**src/rtl/digit_counter_chain.sv**
```systemverilog
`timescale 1ns/1ps
// Purpose: registered multi-digit modulo-L counter built from a ripple chain of
//          lim_inc stages, with run/stop/done FSM, tick prescaler and wrap/saturate policy.
// Latency: one clk from count event (inc or tick) to updated digits; no backpressure (pulse inputs).

// Single combinational limited-increment stage: sum = (a + ci) mod L, co when it rolls over.
// Any input >= L-1 with ci set produces carry-out and zero, so digits can never exceed L-1.
module lim_inc #(
  parameter int L = 10,
  parameter int W = $clog2(L)
) (
  input  logic [W-1:0] a_i,
  input  logic         ci_i,
  output logic [W-1:0] sum_o,
  output logic         co_o
);

  localparam logic [W-1:0] DMAX = W'(L - 1);

  // Roll over at (or above) the top digit value, otherwise plain add of the carry-in.
  always_comb begin
    co_o  = ci_i && (a_i >= DMAX);
    sum_o = co_o ? '0 : (a_i + W'(ci_i));
  end

endmodule

module digit_counter_chain #(
  parameter int DIGITS   = 4,
  parameter int L        = 10,
  parameter int W        = $clog2(L),
  parameter int PRESCALE = 0,
  parameter bit SATURATE = 1'b0
) (
  input  logic                 clk,
  input  logic                 reset_n,
  input  logic                 start,
  input  logic                 stop,
  input  logic                 clr,
  input  logic                 inc,
  output logic [DIGITS*W-1:0]  digits,
  output logic                 at_max,
  output logic                 wrap,
  output logic                 running
);

  typedef enum logic [1:0] {
    ST_STOPPED = 2'd0,
    ST_RUNNING = 2'd1,
    ST_DONE    = 2'd2
  } state_e;

  // Prescaler needs at least one bit even when auto ticking is disabled.
  localparam int           PW   = (PRESCALE > 1) ? $clog2(PRESCALE) : 1;
  localparam logic [PW-1:0] PMAX = PW'((PRESCALE > 0) ? (PRESCALE - 1) : 0);
  localparam logic [W-1:0]  DMAX = W'(L - 1);

  state_e               state_q, state_d;
  logic [DIGITS*W-1:0]  digits_q, digits_d;
  logic [PW-1:0]        presc_q, presc_d;
  logic                 at_max_q, at_max_d;
  logic                 wrap_q, wrap_d;
  logic                 running_q, running_d;

  logic [DIGITS:0]      carry;
  logic [DIGITS*W-1:0]  sum_all;
  logic                 tick;
  logic                 ev;
  logic                 full;

  // Ripple chain: digit 0 always gets carry-in 1, each later digit takes the previous carry-out.
  assign carry[0] = 1'b1;

  for (genvar g = 0; g < DIGITS; g++) begin : g_digit
    lim_inc #(
      .L (L),
      .W (W)
    ) u_lim_inc (
      .a_i   (digits_q[g*W +: W]),
      .ci_i  (carry[g]),
      .sum_o (sum_all[g*W +: W]),
      .co_o  (carry[g+1])
    );
  end

  // With ci0 tied high, the final carry-out is set exactly when every digit sits at L-1.
  assign full = carry[DIGITS];

  // Auto tick fires on the last prescaler count while running; inc and tick merge into one event.
  always_comb begin
    tick = (PRESCALE > 0) && (state_q == ST_RUNNING) && (presc_q == PMAX);
    ev   = (state_q == ST_RUNNING) && (inc || tick);
  end

  // Next-state for FSM, digits, prescaler and wrap pulse; clr overrides everything else.
  always_comb begin
    state_d  = state_q;
    digits_d = digits_q;
    presc_d  = presc_q;
    wrap_d   = 1'b0;

    if (clr) begin
      state_d  = ST_STOPPED;
      digits_d = '0;
      presc_d  = '0;
    end else begin
      // Prescaler only advances while running; any other state parks it at zero.
      if ((PRESCALE == 0) || (state_q != ST_RUNNING) || tick) begin
        presc_d = '0;
      end else begin
        presc_d = presc_q + PW'(1);
      end

      // At full count the chain result is already all-zero; saturating mode keeps the old value.
      if (ev && !(SATURATE && full)) begin
        digits_d = sum_all;
      end

      wrap_d = ev && full && !SATURATE;

      case (state_q)
        ST_STOPPED: begin
          if (start) begin
            state_d = ST_RUNNING;
          end
        end
        ST_RUNNING: begin
          if (ev && full && SATURATE) begin
            state_d = ST_DONE;
          end else if (stop) begin
            state_d = ST_STOPPED;
          end
        end
        ST_DONE: begin
          state_d = ST_DONE;
        end
        default: begin
          state_d = ST_STOPPED;
        end
      endcase
    end
  end

  // at_max is derived from the next digit value so the flag lines up with the digits register.
  always_comb begin
    at_max_d = 1'b1;
    for (int i = 0; i < DIGITS; i++) begin
      if (digits_d[i*W +: W] != DMAX) begin
        at_max_d = 1'b0;
      end
    end
    running_d = (state_d == ST_RUNNING);
  end

  // State, digits, prescaler and registered status outputs.
  always_ff @(posedge clk or negedge reset_n) begin
    if (!reset_n) begin
      state_q   <= ST_STOPPED;
      digits_q  <= '0;
      presc_q   <= '0;
      at_max_q  <= 1'b0;
      wrap_q    <= 1'b0;
      running_q <= 1'b0;
    end else begin
      state_q   <= state_d;
      digits_q  <= digits_d;
      presc_q   <= presc_d;
      at_max_q  <= at_max_d;
      wrap_q    <= wrap_d;
      running_q <= running_d;
    end
  end

  assign digits  = digits_q;
  assign at_max  = at_max_q;
  assign wrap    = wrap_q;
  assign running = running_q;

endmodule

```
**config.mk**
```make
export PLATFORM = sky130hd
export DESIGN_NAME = digit_counter_chain
export DESIGN_NICKNAME = d
export VERILOG_FILES = /design/src/rtl/digit_counter_chain.sv
export SDC_FILE = /design/constraint.sdc
export NUM_CORES = 1
export LEC_CHECK = 0
export BUFFER_PORTS_ARGS = -buffer_cell sky130_fd_sc_hd__buf_4
export CAP_MARGIN = 40
export CORE_MARGIN = 4
export CORE_UTILIZATION = 54
export DETAILED_ROUTE_END_ITERATION = 16
export GPL_ROUTABILITY_DRIVEN = 0
export MAX_ROUTING_LAYER = met4
export PLACE_DENSITY = 0.78
export SYNTH_ARGS = -nofsm -noshare
export SYNTH_HDL_FRONTEND = slang
export SYNTH_SLANG_ARGS = --single-unit
```
**constraint.sdc**
```tcl
create_clock -name clk -period 3.65 [get_ports clk]
set_clock_uncertainty 0.05 [all_clocks]
set_input_delay 0.73 -clock clk [delete_from_list [all_inputs] [get_ports clk]]
set_output_delay 0.73 -clock clk [all_outputs]
set_load 0.05 [all_outputs]
```
# [Word level (Yosys, flattened, before mapping)]
# Index checks and enable logic that the tools add are counted.
[word_totals] register_bits=21 latchBits=0 ramBits=0 romBits=0 input_bits=6 output_inout_bits=19 elab_cells=41 memories=0
[op_classes] n_addsub=4 mul=0 n_div=0 n_lt_le_gt_ge=4 eq_ne=7 shifts=0 mux=15 n_bitwise=0 reduce_logical=6
[op_table] cell="$mux 16" n=2
[op_table] cell="$ge 4x4->1 const B" n=4
[op_table] cell="$mux 4" n=4
[op_table] cell="$ne 4x4->1 const B" n=4
[op_table] cell="$add 4x1->4" n=3
[op_table] cell="$mux 2" n=3
[op_table] cell="$pmux 2 s3" n=1
[op_table] cell="$logic_and 1x1->1" n=5
[op_table] cell="$mux 1" n=5
[op_table] cell="$add 4x1->4 const B" n=1
[op_table] cell="$eq 2x1->1 const B" n=2
[op_table] cell="$eq 2x2->1 const B" n=1
[op_table] cell="$logic_not 2->1" n=1

# [Logic depth before layout (Yosys ltp)]
[depth] depth_word=12 mapped_depth=13 ltp_nobuf=13

# [Cells and area by module]
# From an unflattened synthesis, not the netlist that was laid out.
[unflattened] hier_cells=165 hier_area_um2=1408.9
[modules_own_cells] mod="digit_counter_chain" n_inst=1 cells_each=97 area_each_um2=978.4 seq_area_each_um2=525.5
[modules_own_cells] mod="lim_inc" n_inst=4 cells_each=17 area_each_um2=107.6 seq_area_each_um2=0.0

# [Worst setup path before layout]
# Ideal clock, no wire load.
[synth_path] path_kind="flip-flop to flip-flop" from="reg digits_q[0], in the netlist digits[0]" to="reg at_max_q, in the netlist at_max" setup_ns=0.096 arrival_time_ns=2.852 required_time_ns=3.504 setup_slack_ns=0.652 stages_incl_launch_ff=12 path_buffers=0 synth_period_minus_slack_ns=2.998 path_cell_list="dfrtp_1 inv_1 ha_1 nor3b_4 nor4_2 ha_1 ha_1 nor4_1 nand4_1 o21ai_0 o21ai_0 nor4_2"
[synth_between] elab_chain_cells=9 elab_cells_between_ends=22 cone_classes="4 x add/sub; 1 x order compare; 4 x eq/ne; 10 x mux; 3 x reduce/logical"
[synth_rtl] item="from (decl)" line_no="59" rtl="logic [DIGITS*W-1:0] digits_q, digits_d;"
[synth_rtl] item="from (signal assigned)" line_no="166" rtl="digits_q <= digits_d;"
[synth_rtl] item="$ge 4x4->1 or $add 4x1->4 (tied branches)" line_no="22, 23"
[synth_rtl] item="$add 4x1->4, or another cell as far along" line_no="23" rtl="sum_o = co_o ? '0 : (a_i + W'(ci_i));"
[synth_rtl] item="$mux 4, or another cell as far along" line_no="23"
[synth_rtl] item="$mux 16 *" line_no="115" rtl="if (ev && !(SATURATE && full)) begin"
[synth_rtl] item="$mux 16 *" line_no="102" rtl="if (clr) begin"
[synth_rtl] item="$ne 4x4->1, or another cell as far along" line_no="148" rtl="if (digits_d[i*W +: W] != DMAX) begin"
[synth_rtl] item="$mux 1, or another cell as far along" line_no="148"
[synth_rtl] item="$mux 1 or $ne 4x4->1 (tied branches)" line_no="148"
[synth_rtl] item="$mux 1 *" line_no="148"
[synth_rtl] item="net at_max_d" line_no="61" rtl="logic at_max_q, at_max_d;"
[synth_rtl] item="to (signal assigned)" line_no="168" rtl="at_max_q <= at_max_d;"
[synth_rtl] item="to (decl)" line_no="61"
# Mark *: on every way through the listed nets, which the timed path passes. The rest lies on a longest branch.

# [Final worst setup path]
# Ends and elaborated chain as after synthesis.

==> summary.md <==
After clock tree synthesis, the repair step resized 0 gates. The number of distinct standard cells referenced by the synthesized netlist was 40; the power consumption was 0.000393 W. The logs give 0 for the overflow left after global routing and 0.700 ns for the worst slack after detailed placement. For the worst setup path, the data required time is 3.83 ns. The mean instance size in the synthesized netlist came out at 9.21 µm². For the count of max-cap constraint violations, the log shows 0. The floorplan step defined a core boundary enclosing 0.00225 mm².

The floorplan step defined a die boundary enclosing 0.00325 mm². In this run the core area contains 17 standard-cell rows. The setup total negative slack is 0 ns, and the global-route usage over all layers is 0.201. Counting I/O delays and the setup requirement, the final critical path takes 3.03 ns. The first routing iteration left 18 violations.

Leaving out filler cells and counting taps, the final layout contains 191. The run gives 0.619 ns as the post-route worst setup slack. The run gives 156 as the synthesized netlist net count. Compared with the post-synthesis result, the final layout area differs by 16.4%. The later pin in the worst-skew pair is clocked with a latency of 0.31 ns.

The die boundary width came out at 57.0 µm. The initial antenna violation count was 0; the total standard cell area after synthesis was 0.00130 mm². Setup violations remaining at the end of the flow were counted as 0.

For the buffers inserted during post-CTS setup optimization, the log shows 0. Kind of end point of the critical path: a flop. The transition time at the pin with the least slew margin is 0.671 ns. The number of fillers in the final layout is 198, and the starting density of the core is 0.576.

The logs give 330 MHz for the maximum achievable frequency and 4 for the number of detailed-routing iterations run before antenna repair. The run gives 1 as the level count of the clock H-tree. STA classifies the critical path startpoint as a flop. During I/O placement, the number of pins put on the boundary was 25. Dividing the detail-routed via count by the number of cells gives 6.04. The run gives 3 as the number of buffers added by the clock tree synthesis step.

The wire-length estimate of the detail-placed layout is 2150 µm. The tools report the number of failing hold endpoints at the final stage as 0. The cell sitting at the root of the clock tree is a sky130_fd_sc_hd__clkbuf_4. Synthesis produced a netlist whose cell count is 141. The run gives 0.553 as the tightest slew margin relative to the limit. Traced cell by cell, the critical path runs through inv_1, ha_1, nor3b_4, nor4_2, ha_1, ha_1, nor4_1, nand4_1, o21ai_0, o21ai_0, nor4_2.

The number of nets in the finished design is 179, and the biggest fanout along the worst timing path is 10. The run finished with clean final reports. The top-area cell type share of the netlist area was 0.405. The count of buffers added on input and output ports is 24. Leakage power: 0.715 nW. The number of global-route vias before repair was 1104. The biggest area contributor in the post-synthesis netlist is sky130_fd_sc_hd__dfrtp_1. The fraction of the cycle the final worst path needs is 0.831, and the global-route wire length before repair is 5040 µm.

The pin count of the biggest net entering global routing came out at 22. TritonCTS built the clock tree. The run gives 0 as the total inserted antenna cells. The synthesized design contains 21 register bits. In this design, the critical path's most frequently occurring cell is sky130_fd_sc_hd__ha_1. The tools report the number of buffers on the longest clock path as 2.

The routed layout has 1153 vias. The share of post-route cells with drive strength above 1 works out to 0.227. The run gives 0 as the count of antenna-violating nets left after detailed routing.

Including well taps, the total number of placed cells is 187. The slowest stage of the critical path is the sky130_fd_sc_hd__dfrtp_1 cell. After clock tree synthesis, the clock-pin slew on the worst setup and hold paths is 0.12 ns. The synthesis warning total was 0. In the final routed layout, each cell accounts on average for 15.4 µm.

The cell family with the largest share of critical-path delay is simple AND/OR/NAND/NOR gates. The routed wire length is 2950 µm. CTS saw 21 sinks. The floorplan step set the die height to 57.0 µm. VDD sags by at most 0.223 mV. The proportion of synthesized chip area in sequential cells was 0.405.

Worst path buffer plus inverter count: 1. The utilization after layout is 0.670. The tightest min-delay check is of the in2async type. Setup repair after global routing left no endpoint under its margin.

The longest individual stage delay on the worst path is 0.54 ns, and the critical path arrival is 3.21 ns. The tools report the detailed-route DRC error count as 0. By area the synthesized netlist is led by sky130_fd_sc_hd__dfrtp_1, sky130_fd_sc_hd__ha_1, sky130_fd_sc_hd__nand2_1, sky130_fd_sc_hd__a21oi_1, sky130_fd_sc_hd__xor2_1. By startpoint and endpoint, the worst setup path is classified as reg2reg. The final count of pins violating max slew was 0. Dividing total power by cell area gives a power density of 260 mW/mm².

The run gives 0 as the number of buffers inserted by hold repair at cts.
[layout by cell type (no fill, tap or decap), drive strengths merged, types with 2 or more instances in the layout]
cell and n:
a21o 2, a21oi 11, buf 24, clkbuf 3, dfrtp 21, ha 9, inv 6, nand2 18
nand3 6, nand4 5, nor2 12, nor3 7, nor3b 2, nor4 5, o21ai 7, xnor2 3
xor2 5
[sequential cells by signal, summed over array words and instances, names as in the netlist]
register / count
running: 1
digits: 16
state_q: 2
wrap: 1
at_max: 1
[path summary, 6_finish.rpt]
| check | cells past startpoint | slack, ns | to | startpoint |
|---|---|---|---|---|
| hold reg to reg | 1 | 0.45 | running | state_q[1] |
| hold / removal | 1 | 0.23 | digits[7] | reset_n |
| max in group asynchronous | 1 | 3.11 | digits[0] | reset_n |
| setup reg to reg | 11 | 0.62 | at_max | digits[0] |
| min in group clk | 1 | 0.45 | running | state_q[1] |
| setup / recovery | 11 | 0.62 | at_max | digits[0] |
[kinds of logic (layout without fill, tap and decap cells)]
| kind of cell | after synthesis | in the layout | synth area share |
|---|---|---|---|
| flip-flops | 21 | 21 | 0.405 |
| AND/OR/NAND/NOR | 62 | 62 | 0.271 |
| buffers and inverters | 12 | 34 | 0.0405 |
| adder cells (fa/ha/maj) | 9 | 9 | 0.0867 |
| XOR/XNOR | 8 | 8 | 0.0540 |
| multiplexers | 1 | 1 | 0.00771 |
| AO/OA/AOI/OAI | 28 | 28 | 0.136 |
[final cells by class]
class	instances	area [µm²]	share of cell area
clock buffer	3	22.5	0.0149
clock inverter	1	5.00	0.00331
inverter	6	22.5	0.0149
multi-input combinational	108	721	0.477
sequential	21	526	0.348
tap	28	35.0	0.0232
timing repair buffer	24	180	0.119
[per-layer routing]
layer	routed length, µm	track usage
met3	127	0.0271
met5	0	-
met2	1430	0.313
met1	1320	0.260
met4	65	0.0894
[per-stage QoR]
| step | hold WS, ns | area (µm²) |
|---|---|---|
| after floorplan | 0.384 | 1300 |
| after global placement | 0.426 | 1480 |
| after detailed placement | 0.441 | 1480 |
| after CTS | 0.231 | 1510 |
| after global routing | 0.229 | 1510 |
| final | 0.226 | 1510 |
[synthesized netlist by cell type (all sizes together)]
library cell / count
nor3: 7
xor2: 5
xnor2: 3
ha: 9
o21ai: 7
a21o: 2
nor2b: 1
nor2: 12
nand4: 5
nand3b: 1
o311ai: 1
o31ai: 1
mux2i: 1
nand4bb: 1
inv: 6
dfrtp: 21
buf: 4
or3: 1
and3b: 1
a32oi: 1
nor3b: 2
nand2: 18
o31a: 1
nor4: 5
nand3: 6
o311a: 1
o211ai: 1
a31oi: 1
a21oi: 11
and3: 1
nor4b: 1
clkbuf: 2
a21boi: 1
[power by group]
group / total (W) / internal (W) / switching [W]
logic: 0.0000411 / 0.0000134 / 0.0000277
clock network: 0.000113 / 0.0000409 / 0.0000722
registers: 0.000239 / 0.000235 / 0.00000377
(Power assumes the default switching activity.)
